File: config.mk
export PLATFORM = sky130hd
export DESIGN_NAME = sync_fifo_param_flat
export DESIGN_NICKNAME = d
export VERILOG_FILES = /design/src/rtl/sync_fifo_param_pkg.sv /design/src/rtl/sync_fifo_param_if.sv /design/src/rtl/sync_fifo_param_mem.sv /design/src/rtl/sync_fifo_param.sv /design/src/flat_wrapper.sv
export SDC_FILE = /design/constraint.sdc
export NUM_CORES = 1
export LEC_CHECK = 0
export BUFFER_PORTS_ARGS = -buffer_cell sky130_fd_sc_hd__buf_2
export CORE_AREA = 2 2 117 119
export CTS_BUF_LIST = sky130_fd_sc_hd__clkbuf_4 sky130_fd_sc_hd__clkbuf_8
export CTS_CLUSTER_DIAMETER = 150
export DETAILED_ROUTE_END_ITERATION = 6
export DIE_AREA = 0 0 119 121
export PLACE_DENSITY = 0.64
export SLEW_MARGIN = 20
export SYNTH_ARGS = -nofsm -noshare
export SYNTH_HDL_FRONTEND = slang
export SYNTH_HIERARCHICAL = 1
export SYNTH_SLANG_ARGS = --single-unit
File: constraint.sdc
create_clock -name clk -period 3.24 [get_ports clk]
set_input_delay 0.486 -clock clk [delete_from_list [all_inputs] [get_ports clk]]
set_output_delay 0.486 -clock clk [all_outputs]
set_load 0.01 [all_outputs]
File: src/rtl/sync_fifo_param_pkg.sv
// Shared helpers for the parameterised sync FIFO: width derivation and a
// parameter legality check evaluated at elaboration.
package fifo_pkg;

  // Default geometry, handy for benches and wrappers.
  localparam int DEF_DWIDTH = 8;
  localparam int DEF_DEPTH  = 16;
  localparam int DEF_PTR_W  = $clog2(DEF_DEPTH);
  localparam int DEF_CNT_W  = DEF_PTR_W + 1;

  function automatic int ptr_w(input int depth);
    return $clog2(depth);
  endfunction

  // One extra bit so the counter can represent DEPTH itself.
  function automatic int cnt_w(input int depth);
    return $clog2(depth) + 1;
  endfunction

  // Depth must be a power of two so pointers wrap for free.
  function automatic bit params_ok(input int dwidth, input int depth,
                                   input int af, input int ae);
    return (dwidth >= 1) && (depth >= 2) && ((depth & (depth - 1)) == 0) &&
           (af >= 1) && (af <= depth) && (ae >= 0) && (ae <= depth - 1);
  endfunction

endpackage

File: src/rtl/sync_fifo_param_if.sv
// Handshake/status bundle between a producer/consumer and the FIFO.
interface sync_fifo_param_if #(
  parameter int DWIDTH = 8,
  parameter int DEPTH  = 16
);
  localparam int CNT_W = $clog2(DEPTH) + 1;

  logic              wr;
  logic [DWIDTH-1:0] din;
  logic              rd;
  logic              clr_err;
  logic [DWIDTH-1:0] dout;
  logic              rd_valid;
  logic [CNT_W-1:0]  count;
  logic              empty;
  logic              full;
  logic              almost_empty;
  logic              almost_full;
  logic              overflow;
  logic              underflow;

  modport master (
    output wr, din, rd, clr_err,
    input  dout, rd_valid, count, empty, full, almost_empty, almost_full,
           overflow, underflow
  );

  modport slave (
    input  wr, din, rd, clr_err,
    output dout, rd_valid, count, empty, full, almost_empty, almost_full,
           overflow, underflow
  );
endinterface

File: src/rtl/sync_fifo_param_mem.sv
// Simple dual-port storage: synchronous write, registered read with enable.
// No reset on the array or the read register.
module fifo_mem #(
  parameter int DWIDTH = 8,
  parameter int DEPTH  = 16,
  parameter int AW     = $clog2(DEPTH)
) (
  input  logic              clk,
  input  logic              we,
  input  logic [AW-1:0]     waddr,
  input  logic [DWIDTH-1:0] wdata,
  input  logic              re,
  input  logic [AW-1:0]     raddr,
  output logic [DWIDTH-1:0] rdata
);
  logic [DWIDTH-1:0] mem_q [DEPTH];
  logic [DWIDTH-1:0] rdata_d, rdata_q;

  // Array write port.
  always_ff @(posedge clk) begin
    if (we) mem_q[waddr] <= wdata;
  end

  // Read register only loads on an enabled read, otherwise holds.
  always_comb begin
    rdata_d = rdata_q;
    if (re) rdata_d = mem_q[raddr];
  end

  // Read data register.
  always_ff @(posedge clk) begin
    rdata_q <= rdata_d;
  end

  assign rdata = rdata_q;
endmodule

File: src/rtl/sync_fifo_param.sv
// Single-clock FIFO: pointers, occupancy counter, flag decode, sticky errors.
module sync_fifo_param
  import fifo_pkg::*;
#(
  parameter int DWIDTH    = 8,
  parameter int DEPTH     = 16,
  parameter int AF_THRESH = 12,
  parameter int AE_THRESH = 4
) (
  input logic               clk,
  input logic               rst,
  sync_fifo_param_if.slave  bus
);
  localparam int PTR_W = ptr_w(DEPTH);
  localparam int CNT_W = cnt_w(DEPTH);
  localparam logic [CNT_W-1:0] FULL_C = CNT_W'(DEPTH);
  localparam logic [CNT_W-1:0] AF_C   = CNT_W'(AF_THRESH);
  localparam logic [CNT_W-1:0] AE_C   = CNT_W'(AE_THRESH);

  if (!params_ok(DWIDTH, DEPTH, AF_THRESH, AE_THRESH)) begin : g_bad_params
    $error("sync_fifo_param: illegal DWIDTH/DEPTH/threshold combination");
  end

  logic [PTR_W-1:0]  wptr_d, wptr_q, rptr_d, rptr_q;
  logic [CNT_W-1:0]  count_d, count_q;
  logic              ovf_d, ovf_q, unf_d, unf_q;
  logic              rd_valid_d, rd_valid_q;
  logic              dout_zero_d, dout_zero_q;
  logic              empty, full, wr_ok, rd_ok;
  logic [DWIDTH-1:0] rdata;

  assign empty = (count_q == '0);
  assign full  = (count_q == FULL_C);
  assign wr_ok = bus.wr && !full;
  assign rd_ok = bus.rd && !empty;

  // Storage; reset suppresses both ports so nothing moves during rst.
  fifo_mem #(.DWIDTH(DWIDTH), .DEPTH(DEPTH), .AW(PTR_W)) u_mem (
    .clk   (clk),
    .we    (wr_ok && !rst),
    .waddr (wptr_q),
    .wdata (bus.din),
    .re    (rd_ok && !rst),
    .raddr (rptr_q),
    .rdata (rdata)
  );

  // Next-state: pointers wrap naturally, counter tracks net transfers,
  // sticky errors give set priority over clear.
  always_comb begin
    wptr_d      = wptr_q + PTR_W'(wr_ok);
    rptr_d      = rptr_q + PTR_W'(rd_ok);
    count_d     = count_q;
    if (wr_ok && !rd_ok) count_d = count_q + 1'b1;
    if (rd_ok && !wr_ok) count_d = count_q - 1'b1;
    ovf_d       = (bus.wr && full)  || (ovf_q && !bus.clr_err);
    unf_d       = (bus.rd && empty) || (unf_q && !bus.clr_err);
    rd_valid_d  = rd_ok;
    // The memory read register has no reset, so dout is forced to zero
    // from reset until the first accepted read reloads it.
    dout_zero_d = dout_zero_q && !rd_ok;
  end

  // Control state registers.
  always_ff @(posedge clk) begin
    if (rst) begin
      wptr_q      <= '0;
      rptr_q      <= '0;
      count_q     <= '0;
      ovf_q       <= 1'b0;
      unf_q       <= 1'b0;
      rd_valid_q  <= 1'b0;
      dout_zero_q <= 1'b1;
    end else begin
      wptr_q      <= wptr_d;
      rptr_q      <= rptr_d;
      count_q     <= count_d;
      ovf_q       <= ovf_d;
      unf_q       <= unf_d;
      rd_valid_q  <= rd_valid_d;
      dout_zero_q <= dout_zero_d;
    end
  end

  // Status decode straight off the registered count.
  always_comb begin
    bus.dout         = dout_zero_q ? '0 : rdata;
    bus.rd_valid     = rd_valid_q;
    bus.count        = count_q;
    bus.empty        = empty;
    bus.full         = full;
    bus.almost_empty = (count_q <= AE_C);
    bus.almost_full  = (count_q >= AF_C);
    bus.overflow     = ovf_q;
    bus.underflow    = unf_q;
  end
endmodule

File: src/flat_wrapper.sv
// flat-port wrapper written by rule: the top's interface ports become plain ports
module sync_fifo_param_flat import fifo_pkg::*;
#(
  parameter int DWIDTH    = 8,
  parameter int DEPTH     = 16,
  parameter int AF_THRESH = 12,
  parameter int AE_THRESH = 4
)
  (clk, rst, bus_wr, bus_din, bus_rd, bus_clr_err, bus_dout, bus_rd_valid, bus_count, bus_empty, bus_full, bus_almost_empty, bus_almost_full, bus_overflow, bus_underflow);
  sync_fifo_param_if #(.DWIDTH(DWIDTH), .DEPTH(DEPTH)) bus_i ();
  input logic clk;
  input logic rst;
  input wire logic [$bits(bus_i.wr)-1:0] bus_wr;
  input wire logic [$bits(bus_i.din)-1:0] bus_din;
  input wire logic [$bits(bus_i.rd)-1:0] bus_rd;
  input wire logic [$bits(bus_i.clr_err)-1:0] bus_clr_err;
  output wire logic [$bits(bus_i.dout)-1:0] bus_dout;
  output wire logic [$bits(bus_i.rd_valid)-1:0] bus_rd_valid;
  output wire logic [$bits(bus_i.count)-1:0] bus_count;
  output wire logic [$bits(bus_i.empty)-1:0] bus_empty;
  output wire logic [$bits(bus_i.full)-1:0] bus_full;
  output wire logic [$bits(bus_i.almost_empty)-1:0] bus_almost_empty;
  output wire logic [$bits(bus_i.almost_full)-1:0] bus_almost_full;
  output wire logic [$bits(bus_i.overflow)-1:0] bus_overflow;
  output wire logic [$bits(bus_i.underflow)-1:0] bus_underflow;
  assign bus_i.wr = bus_wr;
  assign bus_i.din = bus_din;
  assign bus_i.rd = bus_rd;
  assign bus_i.clr_err = bus_clr_err;
  assign bus_dout = bus_i.dout;
  assign bus_rd_valid = bus_i.rd_valid;
  assign bus_count = bus_i.count;
  assign bus_empty = bus_i.empty;
  assign bus_full = bus_i.full;
  assign bus_almost_empty = bus_i.almost_empty;
  assign bus_almost_full = bus_i.almost_full;
  assign bus_overflow = bus_i.overflow;
  assign bus_underflow = bus_i.underflow;
  sync_fifo_param #(.DWIDTH(DWIDTH), .DEPTH(DEPTH), .AF_THRESH(AF_THRESH), .AE_THRESH(AE_THRESH)) u_core (.clk(clk), .rst(rst), .bus(bus_i));
endmodule
# [After elaboration in Yosys (flattened, before gate mapping)]
# Memory sizes are Yosys's and may differ from the RTL's. A register that Yosys moved wholly into a read port is not among the register bits.
# Cells that the tools add are included.
[op_classes] n_addsub=4 order_cmp=2 eq_ne=1 muxes=5 reduce_logical=21
[ops] op="1-bit logical AND" n=11
[ops] op="5-bit 2-to-1 mux" n=2
[ops] op="4-bit by 1-bit adder with 4-bit output" n=2
[ops] op="8-bit 2-to-1 mux" n=1
[ops] op="1-bit logical NOT" n=6
[ops] op="5-bit by 1-bit adder with 5-bit output, second input constant" n=1
[ops] op="5-bit equality test, second input constant" n=1
[ops] op="5-bit by 4-bit greater-or-equal comparator with 1-bit output, second input constant" n=1
[ops] op="5-bit by 3-bit less-or-equal comparator with 1-bit output, second input constant" n=1
[ops] op="5-bit logical NOT" n=1
[ops] op="5-bit by 1-bit subtractor with 5-bit output, second input constant" n=1
[ops] op="1-bit logical OR" n=2
[ops] op="1-bit 2-to-1 mux" n=2
[ops] op="2-bit nonzero test" n=1
[totals] ff_bits=17 ramBits=128 inputBits=13 output_inout_bits=20 elab_cells=41 mem_count=1
[memory_table] name="u_core.u_mem.mem_q" depth=16 width=8 rd=1 rd_ports_with_merged_regs=1 write_ports=1 line_no="sync_fifo_param_mem.sv:16" source="logic [DWIDTH-1:0] mem_q [DEPTH];"

# [Depth between registers and ports, before layout]
[depth] ltp_word=7 mapped_depth=13 ltp_nobuf=11

# [By module]
# The synthesis kept the hierarchy.
[modules_own_cells] mod="fifo_mem" n_inst=1 cells_per_inst=229 area_per_inst_um2=5227.5 seq_area_each_um2=4083.9
[modules_own_cells] mod="sync_fifo_param" n_inst=1 cells_per_inst=101 area_per_inst_um2=915.9 seq_area_each_um2=340.3

# [Worst setup path after synthesis]
# Ideal clock, no wire load.
[synth_path] kind="register -> register" startpoint="reg u_core.count_q[3] (netlist: u_core/bus.count[3])" endpoint="mem u_core.u_mem.mem_q[0][0], enable pin" setup_time_ps=383 arrival_time_ps=2296 t_required_ps=2857 path_slack_ps=561 stages_incl_launch_ff=8 n_path_buf=1 synth_period_minus_slack_ps=2679 cell_sequence="dfxtp_1 clkbuf_2 nor4_1 and2_1 nand2b_1 nor2_1 or3b_2 nor3_1"
[synth_between] elab_chain_len=6
[synth_rtl] item="start: declaration" line_no="sync_fifo_param.sv:25" source="logic [CNT_W-1:0] count_d, count_q;"
[synth_rtl] item="start signal: assignment" line_no="sync_fifo_param.sv:77" source="count_q <= count_d;"
[synth_rtl] item="5-bit equality test" line_no="sync_fifo_param.sv:33" source="assign full = (count_q == FULL_C);"
[synth_rtl] item="named net bus_full" line_no="flat_wrapper.sv:21" source="output wire logic [$bits(bus_i.full)-1:0] bus_full;"
[synth_rtl] item="1-bit logical NOT" line_no="sync_fifo_param.sv:34" source="assign wr_ok = bus.wr && !full;"
[synth_rtl] item="1-bit logical AND" line_no="sync_fifo_param.sv:34"
[synth_rtl] item="1-bit logical AND" line_no="sync_fifo_param.sv:40" source=".we (wr_ok && !rst),"
[synth_rtl] item="1-bit 2-to-1 mux" line_no="sync_fifo_param_mem.sv:21" source="if (we) mem_q[waddr] <= wdata;"
[synth_rtl] item="1-bit 2-to-1 mux (not written as such)" line_no="sync_fifo_param_mem.sv:21"
[synth_rtl] item="end: declaration" line_no="sync_fifo_param_mem.sv:16"
# The timed path passes the listed nets, and every way through them passes these cells.

# [Final worst setup path]
[layout_path] startpoint="reg u_core.count_q[1] (netlist: u_core/bus.count[1])" endpoint="reg u_core.count_q[2] (netlist: u_core/bus.count[2])"
[layout_between] elab_chain_len=6 word_cells_on_any_way=15
[layout_rtl] item="5-bit logical NOT *" line_no="sync_fifo_param.sv:32" source="assign empty = (count_q == '0);"
[layout_rtl] item="1-bit logical NOT *" line_no="sync_fifo_param.sv:35" source="assign rd_ok = bus.rd && !empty;"
[layout_rtl] item="1-bit logical AND *" line_no="sync_fifo_param.sv:35"
[layout_rtl] item="named net u_core.rd_ok" line_no="sync_fifo_param.sv:29" source="logic empty, full, wr_ok, rd_ok;"
[layout_rtl] item="1-bit logical NOT" line_no="sync_fifo_param.sv:54" source="if (wr_ok && !rd_ok) count_d = count_q + 1'b1;"
[layout_rtl] item="1-bit logical AND" line_no="sync_fifo_param.sv:54"
[layout_rtl] item="2-bit nonzero test (no source line)"
# Mark *: on every way through the listed nets, which the timed path passes. The rest lies on a longest branch. The select of a mux whose other input is x is not followed.
# A chain may end at the register's enable or synchronous reset.

==> run metrics <==
status=completed; GPL Wtd Cong=about 0.81; WP data required=roughly 3600 ps; drt wl/cell=20.2 um; RR Startpoint=u_core/bus.count[1]$_SDFFE_PP0P_; Total Power=roughly 4.5 mW; Critical Path Start Type=flip-flop; Slew headroom=0.392; Starting DRT DRC Count=230; initial antenna violation count=0; die area=roughly 14000 um^2; clk_skew=around 6.8 ps; vias in the first global route=approximately 3000; sequential area share after synthesis=0.720; total iterations of the first detailed-routing run=4; CTS Buffer Depth=2; endpoints failing setup=0; Core Util, Final=0.529; Area Overhead vs Synth=12.6%; switching power total=1.15 mW; Post-CTS Hold Fix Bufs=0; CTS HTree Levels=4; Slew Viols, Final=0; Int Power=around 3.3 mW; post-synthesis xor/xnor area fraction=0.0114; clk_lat worst skew=between 400 and 500 ps; most frequent cells in the layout=136 x edfxtp_1, 32 x buf_2, 26 x nor2_1; worst setup path startpoint=u_core/bus.count[1]$_SDFFE_PP0P_; flops & latches, synth=around 150; Worst EP arrival=approximately 3200 ps; FF-to-FF End=u_core/bus.count[2]$_SDFFE_PP0P_; Worst Setup EP=u_core/bus.count[2]$_SDFFE_PP0P_; r2r worst-path depth=11; Comb pwr share=0.175; # nets final=between 400 and 500; CTS Root Cell=clkbuf_8; ys async rst share=0; CTS tree=done; Netlist Area Pre-Place=~6100 um^2; switch share=0.258; DRC Markers=0; vias per cell=between 5 and 6; Synth Area in Adders=0.0143; post-layout minimum cycle time=roughly 2800 ps; clk sinks=between 150 and 200; CP endpoint kind=flip-flop; Antenna diodes=0; mux contribution to synthesized area=0.131; Leak=roughly 2.4 nW; post-synthesis compound-gate area fraction=0.0352; part of the cycle the worst path needs=0.858; area share of and/or/nand/nor cells after synthesis=0.0637; Initial Util=0.469; dpl hpwl=roughly 7.5 mm; core area=around 13000 um^2; Post-DRT Antenna Nets=0; fillers=between 1000 and 1500; CTS Buf Count=17; Clk pwr share=0.293; crit-path max FO=9; Pwr per Cell Area=647 nW/um^2; yosys warns=6; Post-Route WL=~12 mm; Post-synth EDFFs=136; maximum VDD drop=~410 uV; Fin Setup TNS=0 ps; main combinational cell family by area after synthesis=multiplexers; Setup Buffers After CTS=0; CTS-repair resized insts=0; via count=~3100; Highest Clock Rate=approximately 360 MHz; Die W=roughly 120 um; first-pass GRT wire length=17.9 mm; r2r setup slk=approximately 460 ps; largest net degree at the start of global routing=21; Hold Path Class=input port to flip-flop; leading cell type in the layout, fill and taps excluded=edfxtp_1; Max-cap violations=0; Flop pwr share=0.532; syn nets=350; RSZ-0062 raised after global routing=false; Synth Flop Type=edfxtp_1; Setup CP Type=flip-flop to flip-flop; CTS clock-pin slew for the worst setup and hold paths=approximately 70 ps; Fin. Hold Viols=0; grt ovf=0; measured slew at the worst slew-check pin=911 ps; synth unique cells=40; Overall Global Routing Usage=0.176; Top Ports=33; port buffer count=32; fraction of layout instances using a drive strength above 1=0.271; WHS=around 300 ps; Core Rows=42; Avg Cell Area, Syn=between 15 and 20 um^2; Die Y=~120 um; Post-Syn Instances=330
==> state kept, by name, indices dropped and copies added (netlist names) <==
name	count
u_core/rptr_q	4
u_core/wptr_q	4
u_core/bus.overflow	1
u_core/bus.count	5
u_core/u_mem/mem_q	128
u_core/bus.underflow	1
u_core/dout_zero_q	1
u_core/u_mem/rdata	8
u_core/bus.rd_valid	1
==> worst max-delay path, stage by stage (launching register included) <==
cell and delay, ps:
dfxtp_1 400, nor4_1 390, and2b_1 210, nand2b_2 160, inv_1 70, ha_1 310
xor2_1 190, ha_1 240, a21oi_1 180, xor2_1 100, or3_1 310, a21oi_1 140
==> routing by layer <==
| metal | vias to the layer above | GRT usage | routed length (um) |
|---|---|---|---|
| met3 | 13 | 0.0536 | 601 |
| met2 | 80 | 0.270 | 5690 |
| met4 | 0 | 0.0759 | 159 |
| met1 | 1616 | 0.235 | 5190 |
| met5 | - | 0 | 0 |
| li1 | 1431 | - | - |
==> final cells by class <==
type	count	area, um^2	area share
Clock buffer	29	349	0.0505
Clock inverter	3	15.0	0.00217
Inverter	5	18.8	0.00271
Multi-Input combinational cell	156	1570	0.227
Sequential cell	153	4430	0.640
Tap cell	176	220	0.0318
Timing Repair Buffer	53	318	0.0459
==> cell families (layout without fill, tap and decap cells) <==
kind of cell,count (synthesis),in the layout
DFF,153,153
and+or+nand+nor,77,77
muxes,35,35
AOI/OAI and AO/OA,29,29
buffers and inverters,21,90
xor gates and xnor gates,8,8
adders and majority gates,7,7
==> metrics by stage <==
step                      cell area, um^2  worst slack [ps]  cells
after floorplan                      6140               561    330
after global placement               6550               552    543
after detailed placement             6550               489    543
after CTS                            6920               465    575
after global routing                 6920               212    575
final                                6920               460    575
==> power by group through the flow <==
stage	combinational, mW	sequential, mW	clock, mW
final	0.781	2.38	1.31
after global routing	0.857	2.40	1.42
after CTS	0.791	2.39	1.35
after detailed placement	0.787	2.43	0
after global placement	0.781	2.42	0
after floorplan	0.620	2.36	0
==> synthesized netlist by cell type (5+ instances only) <==
library cell / count / area share
dfxtp_1: 17 / 0.055
mux4_2: 18 / 0.066
nor2b_1: 15 / 0.015
ha_1: 7 / 0.014
inv_1: 5 / 0.0031
xor2_1: 6 / 0.0086
nor2_1: 26 / 0.016
buf_6: 5 / 0.0092
nand2_1: 10 / 0.0061
nor3_1: 6 / 0.0049
a22oi_1: 18 / 0.022
nand3_1: 5 / 0.0041
mux4_1: 14 / 0.060
edfxtp_1: 136 / 0.66
==> how the worst min path moves through the flow <==
stage | cells after the start | to | startpoint | slack, ps
after global routing | 3 | u_core/bus.rd_valid$_SDFF_PP0_ | bus_rd | 300
after floorplan | 2 | u_core/rptr_q[3]$_SDFF_PP0_ | u_core/rptr_q[3]$_SDFF_PP0_ | 520
final | 3 | u_core/bus.underflow$_SDFF_PP0_ | bus_rd | 300
after detailed placement | 2 | u_core/bus.underflow$_SDFF_PP0_ | u_core/bus.underflow$_SDFF_PP0_ | 500
after global placement | 2 | u_core/bus.underflow$_SDFF_PP0_ | u_core/bus.underflow$_SDFF_PP0_ | 500
after CTS | 3 | u_core/bus.underflow$_SDFF_PP0_ | bus_rd | 270
Power figures use the tool's default switching activity.
